$ cat src/rtl/fetch_if.sv
// Fetch-stage bus: redirect/stall controls and the instruction word in,
// PC, fetch status and counters out.
interface fetch_if;
    logic        stall;
    logic        branch_taken;
    logic [31:0] branch_target;
    logic        jump;
    logic [31:0] jump_target;
    logic [31:0] instruction;
    logic [31:0] pc;
    logic [31:0] read_addr;
    logic [31:0] pc_plus4;
    logic        fetch_valid;
    logic        halted;
    logic        trapped;
    logic [31:0] fault_addr;
    logic [31:0] instret;

    modport master (
        output stall, branch_taken, branch_target, jump, jump_target, instruction,
        input  pc, read_addr, pc_plus4, fetch_valid, halted, trapped, fault_addr, instret
    );

    modport slave (
        input  stall, branch_taken, branch_target, jump, jump_target, instruction,
        output pc, read_addr, pc_plus4, fetch_valid, halted, trapped, fault_addr, instret
    );
endinterface

$ cat src/rtl/fetch_pc_unit.sv
// Program counter and fetch control: selects the next PC, drives the
// instruction memory word address, and stops on ECALL/EBREAK or bad targets.
module fetch_pc_unit #(
    parameter logic [31:0] RESET_PC   = 32'h0000_0000,
    parameter int          IMEM_WORDS = 64
) (
    input  logic    clk,
    input  logic    reset,
    fetch_if.slave  bus
);
    typedef enum logic [1:0] {
        RUN  = 2'd0,
        HALT = 2'd1,
        TRAP = 2'd2
    } state_t;

    localparam logic [31:0] ECALL    = 32'h0000_0073;
    localparam logic [31:0] EBREAK   = 32'h0010_0073;
    localparam logic [32:0] PC_LIMIT = 33'(IMEM_WORDS) << 2;

    state_t      state_q, state_d;
    logic [31:0] pc_q, pc_d;
    logic [31:0] fault_addr_q, fault_addr_d;
    logic [31:0] instret_q, instret_d;
    logic        halted_q, trapped_q;

    logic [31:0] pc_plus4;
    logic [31:0] cand;
    logic        halt_hit;
    logic        illegal;

    assign pc_plus4 = pc_q + 32'd4;

    // Jump outranks branch, so a simultaneous bad branch target never traps.
    always_comb begin
        cand     = bus.jump ? bus.jump_target
                 : (bus.branch_taken ? bus.branch_target : pc_plus4);
        halt_hit = (bus.instruction == ECALL) || (bus.instruction == EBREAK);
        illegal  = (cand[1:0] != 2'b00) || ({1'b0, cand} >= PC_LIMIT);

        state_d      = state_q;
        pc_d         = pc_q;
        fault_addr_d = fault_addr_q;
        instret_d    = instret_q;

        if (reset) begin
            state_d      = RUN;
            pc_d         = RESET_PC;
            fault_addr_d = 32'd0;
            instret_d    = 32'd0;
        end else if (state_q == RUN && !bus.stall) begin
            instret_d = instret_q + 32'd1;
            if (halt_hit) begin
                state_d = HALT;
            end else if (illegal) begin
                state_d      = TRAP;
                fault_addr_d = cand;
            end else begin
                pc_d = cand;
            end
        end
    end

    always_ff @(posedge clk) begin
        state_q      <= state_d;
        pc_q         <= pc_d;
        fault_addr_q <= fault_addr_d;
        instret_q    <= instret_d;
        halted_q     <= (state_d == HALT);
        trapped_q    <= (state_d == TRAP);
    end

    assign bus.pc          = pc_q;
    assign bus.read_addr   = {2'b00, pc_q[31:2]};
    assign bus.pc_plus4    = pc_plus4;
    assign bus.fetch_valid = (state_q == RUN) && !bus.stall && !reset;
    assign bus.halted      = halted_q;
    assign bus.trapped     = trapped_q;
    assign bus.fault_addr  = fault_addr_q;
    assign bus.instret     = instret_q;
endmodule
$ cat src/flat_wrapper.sv
// flat-port wrapper written by rule: the top's interface ports become plain ports
module fetch_pc_unit_flat 
#(
    parameter logic [31:0] RESET_PC   = 32'h0000_0000,
    parameter int          IMEM_WORDS = 64
)
  (clk, reset, bus_stall, bus_branch_taken, bus_branch_target, bus_jump, bus_jump_target, bus_instruction, bus_pc, bus_read_addr, bus_pc_plus4, bus_fetch_valid, bus_halted, bus_trapped, bus_fault_addr, bus_instret);
  fetch_if bus_i ();
  input  logic clk;
  input  logic reset;
  input wire logic [$bits(bus_i.stall)-1:0] bus_stall;
  input wire logic [$bits(bus_i.branch_taken)-1:0] bus_branch_taken;
  input wire logic [$bits(bus_i.branch_target)-1:0] bus_branch_target;
  input wire logic [$bits(bus_i.jump)-1:0] bus_jump;
  input wire logic [$bits(bus_i.jump_target)-1:0] bus_jump_target;
  input wire logic [$bits(bus_i.instruction)-1:0] bus_instruction;
  output wire logic [$bits(bus_i.pc)-1:0] bus_pc;
  output wire logic [$bits(bus_i.read_addr)-1:0] bus_read_addr;
  output wire logic [$bits(bus_i.pc_plus4)-1:0] bus_pc_plus4;
  output wire logic [$bits(bus_i.fetch_valid)-1:0] bus_fetch_valid;
  output wire logic [$bits(bus_i.halted)-1:0] bus_halted;
  output wire logic [$bits(bus_i.trapped)-1:0] bus_trapped;
  output wire logic [$bits(bus_i.fault_addr)-1:0] bus_fault_addr;
  output wire logic [$bits(bus_i.instret)-1:0] bus_instret;
  assign bus_i.stall = bus_stall;
  assign bus_i.branch_taken = bus_branch_taken;
  assign bus_i.branch_target = bus_branch_target;
  assign bus_i.jump = bus_jump;
  assign bus_i.jump_target = bus_jump_target;
  assign bus_i.instruction = bus_instruction;
  assign bus_pc = bus_i.pc;
  assign bus_read_addr = bus_i.read_addr;
  assign bus_pc_plus4 = bus_i.pc_plus4;
  assign bus_fetch_valid = bus_i.fetch_valid;
  assign bus_halted = bus_i.halted;
  assign bus_trapped = bus_i.trapped;
  assign bus_fault_addr = bus_i.fault_addr;
  assign bus_instret = bus_i.instret;
  fetch_pc_unit #(.RESET_PC(RESET_PC), .IMEM_WORDS(IMEM_WORDS)) u_core (.clk(clk), .reset(reset), .bus(bus_i));
endmodule
$ cat config.mk
export PLATFORM = sky130hd
export DESIGN_NAME = fetch_pc_unit_flat
export DESIGN_NICKNAME = d
export VERILOG_FILES = /design/src/rtl/fetch_if.sv /design/src/rtl/fetch_pc_unit.sv /design/src/flat_wrapper.sv
export SDC_FILE = /design/constraint.sdc
export NUM_CORES = 1
export LEC_CHECK = 0
export ABC_AREA = 1
export ABC_CLOCK_PERIOD_IN_PS = 2900
export BUFFER_PORTS_ARGS = -buffer_cell sky130_fd_sc_hd__buf_2
export CAP_MARGIN = 20
export CORE_MARGIN = 2
export CORE_UTILIZATION = 50
export CTS_BUF_LIST = sky130_fd_sc_hd__clkbuf_8
export DETAILED_ROUTE_END_ITERATION = 6
export GPL_ROUTABILITY_DRIVEN = 0
export PLACE_DENSITY_LB_ADDON = 0.15
export SYNTH_ARGS = -nofsm -noshare
export SYNTH_HDL_FRONTEND = slang
export SYNTH_SLANG_ARGS = --single-unit
$ cat constraint.sdc
create_clock -name clk -period 2.9 [get_ports clk]
set_clock_uncertainty 0.1 [all_clocks]
set_input_delay 0.58 -clock clk [delete_from_list [all_inputs] [get_ports clk]]
set_output_delay 0.58 -clock clk [all_outputs]
set_load 0.02 [all_outputs]
==> results of run 1 <==
==> metal layers <==
layer | share of wire (%) | vias to the layer above
met5 | 0 | -
met4 | 4.0 | 0
met3 | 9.6 | 49
met2 | 47 | 320
met1 | 39 | 3207
li1 | - | 3651
==> power breakdown <==
part / leakage [nW] / internal [mW] / switching (mW)
sequential: 0.818 / 1.42 / 0.0279
clock: 0.122 / 0.554 / 0.496
combinational: 3.21 / 0.198 / 0.318
==> cell usage in the layout (no fill, tap or decap), types with 2 or more instances in the layout <==
master and instances:
sky130_fd_sc_hd__a21boi_1 5, sky130_fd_sc_hd__inv_2 5, sky130_fd_sc_hd__nor4_1 14, sky130_fd_sc_hd__clkinv_2 2
sky130_fd_sc_hd__nand2_2 4, sky130_fd_sc_hd__xor2_1 9, sky130_fd_sc_hd__clkinv_1 3, sky130_fd_sc_hd__and2_1 2
sky130_fd_sc_hd__o21ai_0 17, sky130_fd_sc_hd__nor2_2 14, sky130_fd_sc_hd__nor2_4 3, sky130_fd_sc_hd__dfxtp_2 9
sky130_fd_sc_hd__nand3_1 77, sky130_fd_sc_hd__conb_1 2, sky130_fd_sc_hd__o21ai_1 6, sky130_fd_sc_hd__buf_2 261
sky130_fd_sc_hd__o21a_1 4, sky130_fd_sc_hd__a21boi_0 2, sky130_fd_sc_hd__a21oi_1 58, sky130_fd_sc_hd__xnor2_1 2
sky130_fd_sc_hd__bufinv_16 2, sky130_fd_sc_hd__dfxtp_1 91, sky130_fd_sc_hd__nor2_1 182, sky130_fd_sc_hd__nor3_1 32
sky130_fd_sc_hd__nand2_1 264, sky130_fd_sc_hd__and3_1 2, sky130_fd_sc_hd__buf_4 22, sky130_fd_sc_hd__clkbuf_8 12
sky130_fd_sc_hd__nand3_2 3, sky130_fd_sc_hd__nand4_1 14, sky130_fd_sc_hd__buf_12 7, sky130_fd_sc_hd__inv_1 108
==> state kept, by name, indices dropped and copies added (netlist names) <==
| name | count |
|---|---|
| u_core.bus.instret | 32 |
| u_core.bus.pc | 32 |
| u_core.bus.halted | 1 |
| u_core.bus.fault_addr | 32 |
| u_core.bus.trapped | 1 |
| u_core.state_q | 2 |
==> through the flow <==
stage / area [µm²] / setup WS (ns)
after floorplan: 6225 / 0.2002
after global placement: 7581 / 0.04273
after detailed placement: 7581 / 0.07104
after CTS: 7816 / 0.02680
after global routing: 7886 / -0.001088
final: 7886 / 0.1809
==> worst paths after layout <==
path	start	end	slack (ns)	cells after the start
setup / recovery	u_core.bus.pc[3]$_SDFFE_PP0P_	u_core.bus.fault_addr[4]$_SDFFE_PP0P_	0.18	17
hold / removal	u_core.bus.fault_addr[17]$_SDFFE_PP0P_	u_core.bus.fault_addr[17]$_SDFFE_PP0P_	0.39	2
setup reg to reg	u_core.bus.pc[3]$_SDFFE_PP0P_	u_core.bus.fault_addr[4]$_SDFFE_PP0P_	0.18	17
hold reg to reg	u_core.bus.fault_addr[17]$_SDFFE_PP0P_	u_core.bus.fault_addr[17]$_SDFFE_PP0P_	0.39	2
==> logic make-up after synthesis <==
group / share of synthesized area [%]
AOI/OAI and AO/OA: 9.031
xor gates and xnor gates: 1.689
adders and majority gates: 0.4022
buffers and inverters: 14.24
DFF: 32.18
other: 0.06028
and+or+nand+nor: 42.40
==> layout make-up <==
class / instances / area (µm²) / share of cell area [%]
multi-input cells: 733 / 3381 / 42.87
flip-flops and latches: 100 / 2013 / 25.53
repair buffers: 290 / 1612 / 20.43
inverters: 116 / 435.4 / 5.521
well taps: 168 / 210.2 / 2.665
clock buffers: 12 / 165.2 / 2.094
clock inverters: 4 / 70.07 / 0.8885
==> worst max-delay path: stages (launching register included) <==
cell and delay [ns]:
sky130_fd_sc_hd__dfxtp_1 0.35, sky130_fd_sc_hd__buf_4 0.14, sky130_fd_sc_hd__nand3_2 0.14, sky130_fd_sc_hd__nor2_4 0.19, sky130_fd_sc_hd__nand2_2 0.13, sky130_fd_sc_hd__o21ai_2 0.15, sky130_fd_sc_hd__nand3_1 0.14, sky130_fd_sc_hd__nand2_1 0.10
sky130_fd_sc_hd__nand2_1 0.07, sky130_fd_sc_hd__nor2_1 0.18, sky130_fd_sc_hd__nand2_1 0.08, sky130_fd_sc_hd__nor2_1 0.13, sky130_fd_sc_hd__nand3_2 0.12, sky130_fd_sc_hd__o21bai_4 0.20, sky130_fd_sc_hd__buf_4 0.20, sky130_fd_sc_hd__nand2_1 0.07
sky130_fd_sc_hd__nand2_1 0.06, sky130_fd_sc_hd__nor2_1 0.04
==> what timing repair did <==
action	in CTS	in global routing
gates resized for setup	0	22
buffers inserted	0	2
setup endpoints to repair	0	67
hold buffers	0	0
==> summary.txt, run 1 <==
Floorplan
  • Die area: between 0.01 and 0.015 mm²
  • Top-level port count: 264
  • Row count: 40
  • Starting density of the core: roughly 52%
  • Die X-Extent: 115.5 µm
  • Chip Height: approximately 120 µm
  • Core Region: 0.01206 mm²

Drt
  • Total Wirelength: 20660 µm
  • Number of iterations in the first detailed-routing pass: 5
  • Drt first-iter violations: 550
  • Via Count: 7227
  • Routed wire length per instance: 14.52 µm
  • Count of nets left with antenna violations after detail routing: 0
  • DRC violations left: 0
  • Per-cell via count in the routed design: 5.079

Global routing
  • Global-route track usage on met2: between 50% and 60%
  • Wire length of the first global-routing pass: 31570 µm
  • Maximum number of pins on one net before global-route repair: 56
  • Vias in the first global route: 6521
  • Antenna violations before repair: 0
  • Overall track demand over capacity in global routing: 30.39%
  • Busiest layer in global routing: met2
  • Leftover overflow at the end of global routing: 0
  • Grt met3 use: 8.368%
  • GR Layer Usage met1: between 30 and 40%

Clocking
  • H-tree Lvls: 3
  • Number of buffers created by CTS: 9
  • Reg clk slew, reported paths: 0.09 ns
  • Clock Tree Buf Depth: 2
  • Clock tree from TritonCTS: yes
  • Worst-Skew Late Latency: approximately 0.38 ns
  • Clock net sink count: 100
  • Cell chosen for the clock root: sky130_fd_sc_hd__clkbuf_8

Logic synthesis
  • Top cells by area in the synthesized netlist: sky130_fd_sc_hd__dfxtp_1 (32%), sky130_fd_sc_hd__nand2_1 (16%), sky130_fd_sc_hd__nor2_1 (11%), sky130_fd_sc_hd__inv_1 (6.6%), sky130_fd_sc_hd__nand3_1 (6.2%)
  • Share of the yosys chip area belonging to registers: 32.18%
  • Number of synthesized register bits: 100
  • Main synth FF type: sky130_fd_sc_hd__dfxtp_1
  • Fraction of registers with async set or reset after synthesis: 0%
  • Number of warnings reported in the yosys synthesis log: 0
  • Distinct cells, synth: 42
  • Mapped Cells: around 1000
  • Largest area contributor in the netlist: sky130_fd_sc_hd__dfxtp_1
  • Most instantiated library cell after synthesis: sky130_fd_sc_hd__nand2_1
  • Area share of the largest cell type after synthesis: 32.18%
  • Mean instance size in the synthesized netlist: between 6 and 7 µm²
  • Post-synth EDFFs: 0
  • Post-Synthesis Cell Area: 0.006221 mm²
  • List of most frequent post-synthesis cells: sky130_fd_sc_hd__nand2_1 (264), sky130_fd_sc_hd__nor2_1 (188), sky130_fd_sc_hd__inv_1 (109)

Critical path
  • Kind of start point of the critical path: flop
  • Category of the critical setup timing path: reg -> reg
  • Required time at the endpoint of the critical path: 3.09 ns
  • Highest fanout seen on the critical path: 9
  • Arrival time at the worst endpoint: 2.91 ns
  • Worst setup EP type: flop

Layout
  • Fraction of layout instances using a drive strength above 1: approximately 28%
  • Fillers: 1211
  • Number of antenna diodes: 0
  • Filler-free cell count of the finished design: 1423
  • # nets final: 1353
  • Utilization of the core after routing: roughly 65%
  • Relative area change from synthesis to final layout: 26.77%

Power and ir drop
  • PD cells: 382.0 mW/mm²
  • Lkg Pwr: 4.149 nW
  • Maximum vdd ir drop: 0.4836 mV
  • Final total power: 3.013 mW

Timing
  • Hold Worst Slack: 0.3850 ns
  • Slew @ Worst Pin: 0.5164 ns
  • Maximum clock frequency: 367.8 MHz
  • Final hold violations: 0
  • Number of slew-limit violations in the final report: 0
  • Final setup violating endpoints: 0
  • Setup TNS after final layout: 0 ns
  • Worst slew margin: 65.26%
  • Portion of the clock cycle consumed by the worst path in the final layout: around 94%
  • Final critical path time including I/O delays and setup: about 2.7 ns

Place
  • Placed instance count: 1405
  • DPL Wire Length: 15840 µm
  • Buffers added on ports: 261

Flow run
  • # Max-Cap Violations: 0

Outcome
  • Result of the run: finished clean

Min path
  • Class of the tightest hold or removal check: reg -> reg
No activity file was read; power rests on OpenSTA's default activity.
==> run 2: changes to the inputs <==
--- a/config.mk
+++ b/config.mk
@@ -7,12 +7,12 @@
 export LEC_CHECK = 0
 export ABC_AREA = 1
 export ABC_CLOCK_PERIOD_IN_PS = 2900
-export BUFFER_PORTS_ARGS = -buffer_cell sky130_fd_sc_hd__buf_2
 export CAP_MARGIN = 20
 export CORE_MARGIN = 2
 export CORE_UTILIZATION = 50
 export CTS_BUF_LIST = sky130_fd_sc_hd__clkbuf_8
 export DETAILED_ROUTE_END_ITERATION = 6
+export DONT_BUFFER_PORTS = 1
 export GPL_ROUTABILITY_DRIVEN = 0
 export PLACE_DENSITY_LB_ADDON = 0.15
 export SYNTH_ARGS = -nofsm -noshare
==> constraint.sdc (replaced) <==
create_clock -name clk -period 2.9 [get_ports clk]
set_clock_uncertainty 0.1 [all_clocks]
set_input_delay 0.29 -clock clk [delete_from_list [all_inputs] [get_ports clk]]
set_output_delay 0.29 -clock clk [all_outputs]
set_load 0.02 [all_outputs]
==> run 2 against run 1 <==
Critical endpoint is now u_core.bus.fault_addr[14]$_SDFFE_PP0P_. Highest routed layer unchanged. Critical path type unchanged. Largest cell class unchanged. First-iteration DRC count decreased by 23%. Non-clock buffer count decreased by 235. Via count decreased by 12%.
==> summary.txt, run 2 (synthesized netlist as in run 1, its figures left out) <==
Outcome
  • Result of the run: finished clean

Timing
  • Setup TNS after final layout: 0 ns (unchanged)
  • Maximum clock frequency: 365.4 MHz (-0.65%)
  • Portion of the clock cycle consumed by the worst path in the final layout: 94.38% (+0.62 points)
  • Final setup violating endpoints: 0 (unchanged)
  • Hold Worst Slack: 0.1009 ns (-0.2842 ns)
  • Final critical path time including I/O delays and setup: 2.737 ns (+0.01787 ns)
  • Slew @ Worst Pin: 0.6508 ns (+0.1344 ns)
  • Setup repair after global routing missed its margin: false
  • Final hold violations: 0 (unchanged)
  • Worst slew margin: 56.47% (-8.8 points)
  • Number of slew-limit violations in the final report: 0 (unchanged)
  • Minimum setup slack in the final design: 0.1631 ns (-0.01787 ns)

Floorplan
  • Row count: 40 (unchanged)
  • Core Region: 0.01206 mm² (unchanged)
  • Die X-Extent: 115.5 µm (unchanged)
  • Top-level port count: 264 (unchanged)
  • Chip Height: 115.5 µm (unchanged)
  • Starting density of the core: 51.58% (unchanged)
  • Die area: 0.01335 mm² (unchanged)

Layout
  • Filler-free cell count of the finished design: 1188 (-17%)
  • Fillers: 1302 (+7.5%)
  • Fraction of layout instances using a drive strength above 1: 11.57% (-17 points)
  • Final non-filler cell area: 0.006751 mm² (-14%)
  • Utilization of the core after routing: 55.98% (-9.4 points)
  • Flip-flop and latch area: 0.002008 mm² (-0.25%)
  • Area of the multi-input gates: 0.003418 mm² (+1.1%)
  • Most frequent standard cell in the layout excluding fill and tap cells: sky130_fd_sc_hd__nand2_1
  • # nets final: 1118 (-17%)
  • Number of antenna diodes: 0 (unchanged)
  • Leading cell types in the layout, fill and taps excluded: sky130_fd_sc_hd__nand2_1 (263), sky130_fd_sc_hd__nor2_1 (183), sky130_fd_sc_hd__inv_1 (109)
  • Relative area change from synthesis to final layout: 8.528%

Critical path
  • Number of cells traversed by the worst register-to-register path: 18 (+1)
  • Arrival time at the worst endpoint: 2.93 ns (+0.02 ns)
  • Critical path cell sequence: ha_2, buf_4, inv_2, nor2_1, nand2_2, nor2_4, nand2_1, nand2_1, nand2_1, o21ai_1, nand2_1, nor2_4, nand2_1, nor2_2, nand3_4, buf_12, a21oi_1, nor2_1
  • Worst setup EP type: flop
  • Required time at the endpoint of the critical path: 3.09 ns (about the same)
  • Cell type of the slowest stage on the worst timing path: sky130_fd_sc_hd__dfxtp_1
  • Category of the critical setup timing path: reg -> reg
  • Highest fanout seen on the critical path: 45 (+36)
  • Delay contributed by the slowest stage of the critical path: 0.35 ns (about the same)
  • CP most frequent cell: sky130_fd_sc_hd__nand2_1
  • Kind of start point of the critical path: flop

Drt
  • Per-cell via count in the routed design: 5.364 (+5.6%)
  • Via Count: 6372 (-12%)
  • Routed wire length per instance: 16.81 µm (+16%)
  • Total Wirelength: 19980 µm (-3.3%)
  • DRC violations left: 0 (unchanged)
  • Count of nets left with antenna violations after detail routing: 0 (unchanged)
  • Number of iterations in the first detailed-routing pass: 5 (unchanged)
  • Drt first-iter violations: 422 (-23%)

Global routing
  • Overall track demand over capacity in global routing: 29.36% (-1.0 points)
  • Antenna violations before repair: 0 (unchanged)
  • Vias in the first global route: 5770 (-12%)
  • Wire length of the first global-routing pass: 29940 µm (-5.2%)
  • Maximum number of pins on one net before global-route repair: 57 (+1.8%)
  • Leftover overflow at the end of global routing: 0 (unchanged)

Power and ir drop
  • Maximum vdd ir drop: 0.2174 mV (-55%)
  • PD cells: 412.7 mW/mm² (+8.0%)
  • Lkg Pwr: 2.994 nW (-28%)
  • Final total power: 2.787 mW (-7.5%)

Clocking
  • Number of buffers created by CTS: 9 (unchanged)
  • Clock tree from TritonCTS: yes
  • Worst-Skew Late Latency: 0.39 ns (about the same)
  • Clock Tree Buf Depth: 2 (unchanged)
  • Cell chosen for the clock root: sky130_fd_sc_hd__clkbuf_8
  • Reg clk slew, reported paths: 0.11 ns (+0.02 ns)
  • Clock net sink count: 100 (unchanged)
  • H-tree Lvls: 3 (unchanged)

Flow run
  • # Max-Cap Violations: 0 (unchanged)

Min path
  • Class of the tightest hold or removal check: in -> reg
  • Hold path cells: 2 (unchanged)

Place
  • Buffers added on ports: 0 (-100%)
  • Cell area after placement: 0.006420 mm² (-15%)
  • DP Worst Slack: -0.01879 ns (-0.08983 ns)
  • Placed instance count: 1170 (-17%)
  • DPL Wire Length: 15370 µm (-3.0%)
run 2: changes by cell type in the layout (fill, tap and decap cells not counted), sizes merged:
cell,before,now
clkinvlp,0,2
clkinv,5,4
buf,290,55
clkbuf,12,10
bufinv,2,1
inv,113,115
run 2: final cells by class:
type                            count  area share, %
Inverter                          116          6.449
Tap cell                          168          3.113
Clock inverter                      6         0.9266
Multi-Input combinational cell    733          50.63
Sequential cell                   100          29.74
Clock buffer                       10          2.039
Timing Repair Buffer               55          7.098
run 2: path summary, 6_finish.rpt:
| check | from | to | slack, ns |
|---|---|---|---|
| worst min-delay path | reset | u_core.bus.instret[22]$_SDFFE_PP0P_ | 0.10 |
| worst min register to register | u_core.bus.pc[12]$_SDFFE_PP0P_ | u_core.bus.pc[12]$_SDFFE_PP0P_ | 0.40 |
| worst max-delay path | u_core.bus.pc[3]$_SDFFE_PP0P_ | u_core.bus.fault_addr[14]$_SDFFE_PP0P_ | 0.16 |
| worst max register to register | u_core.bus.pc[3]$_SDFFE_PP0P_ | u_core.bus.fault_addr[14]$_SDFFE_PP0P_ | 0.16 |
run 2: per-layer routing:
layer  routed length [µm]  track usage [%]  part of all wire (%)  vias up
met1                 7726            34.03                    39     2859
met2                 9616            49.28                    48      294
li1                     -                -                     -     3179
met3                 2051            10.09                    10       40
met5                    0                0                     0        -
met4                  582            12.69                   2.9        0
run 2: repair_timing:
action	CTS	global route
hold buffers	1	0
endpoints found under the setup margin	8	66
endpoints found under the hold margin	39	0
pin swaps	0	2
setup buffers	0	1
gates resized for setup	1	26
run 2: worst max-delay path, delay by kind of cell, from the launching register on:
family          cells  cell delay (ns)
flops               1             0.35
fa+ha+maj           1             0.22
buf+inv             3             0.36
compound gates      2             0.31
simple gates       12             1.26
run 2: power by group:
| part | leakage, nW | internal (mW) | total (mW) | switching, mW |
|---|---|---|---|---|
| combinational | 2.08 | 0.121 | 0.333 | 0.212 |
| clock | 0.100 | 0.422 | 0.944 | 0.523 |
| sequential | 0.816 | 1.42 | 1.51 | 0.0903 |
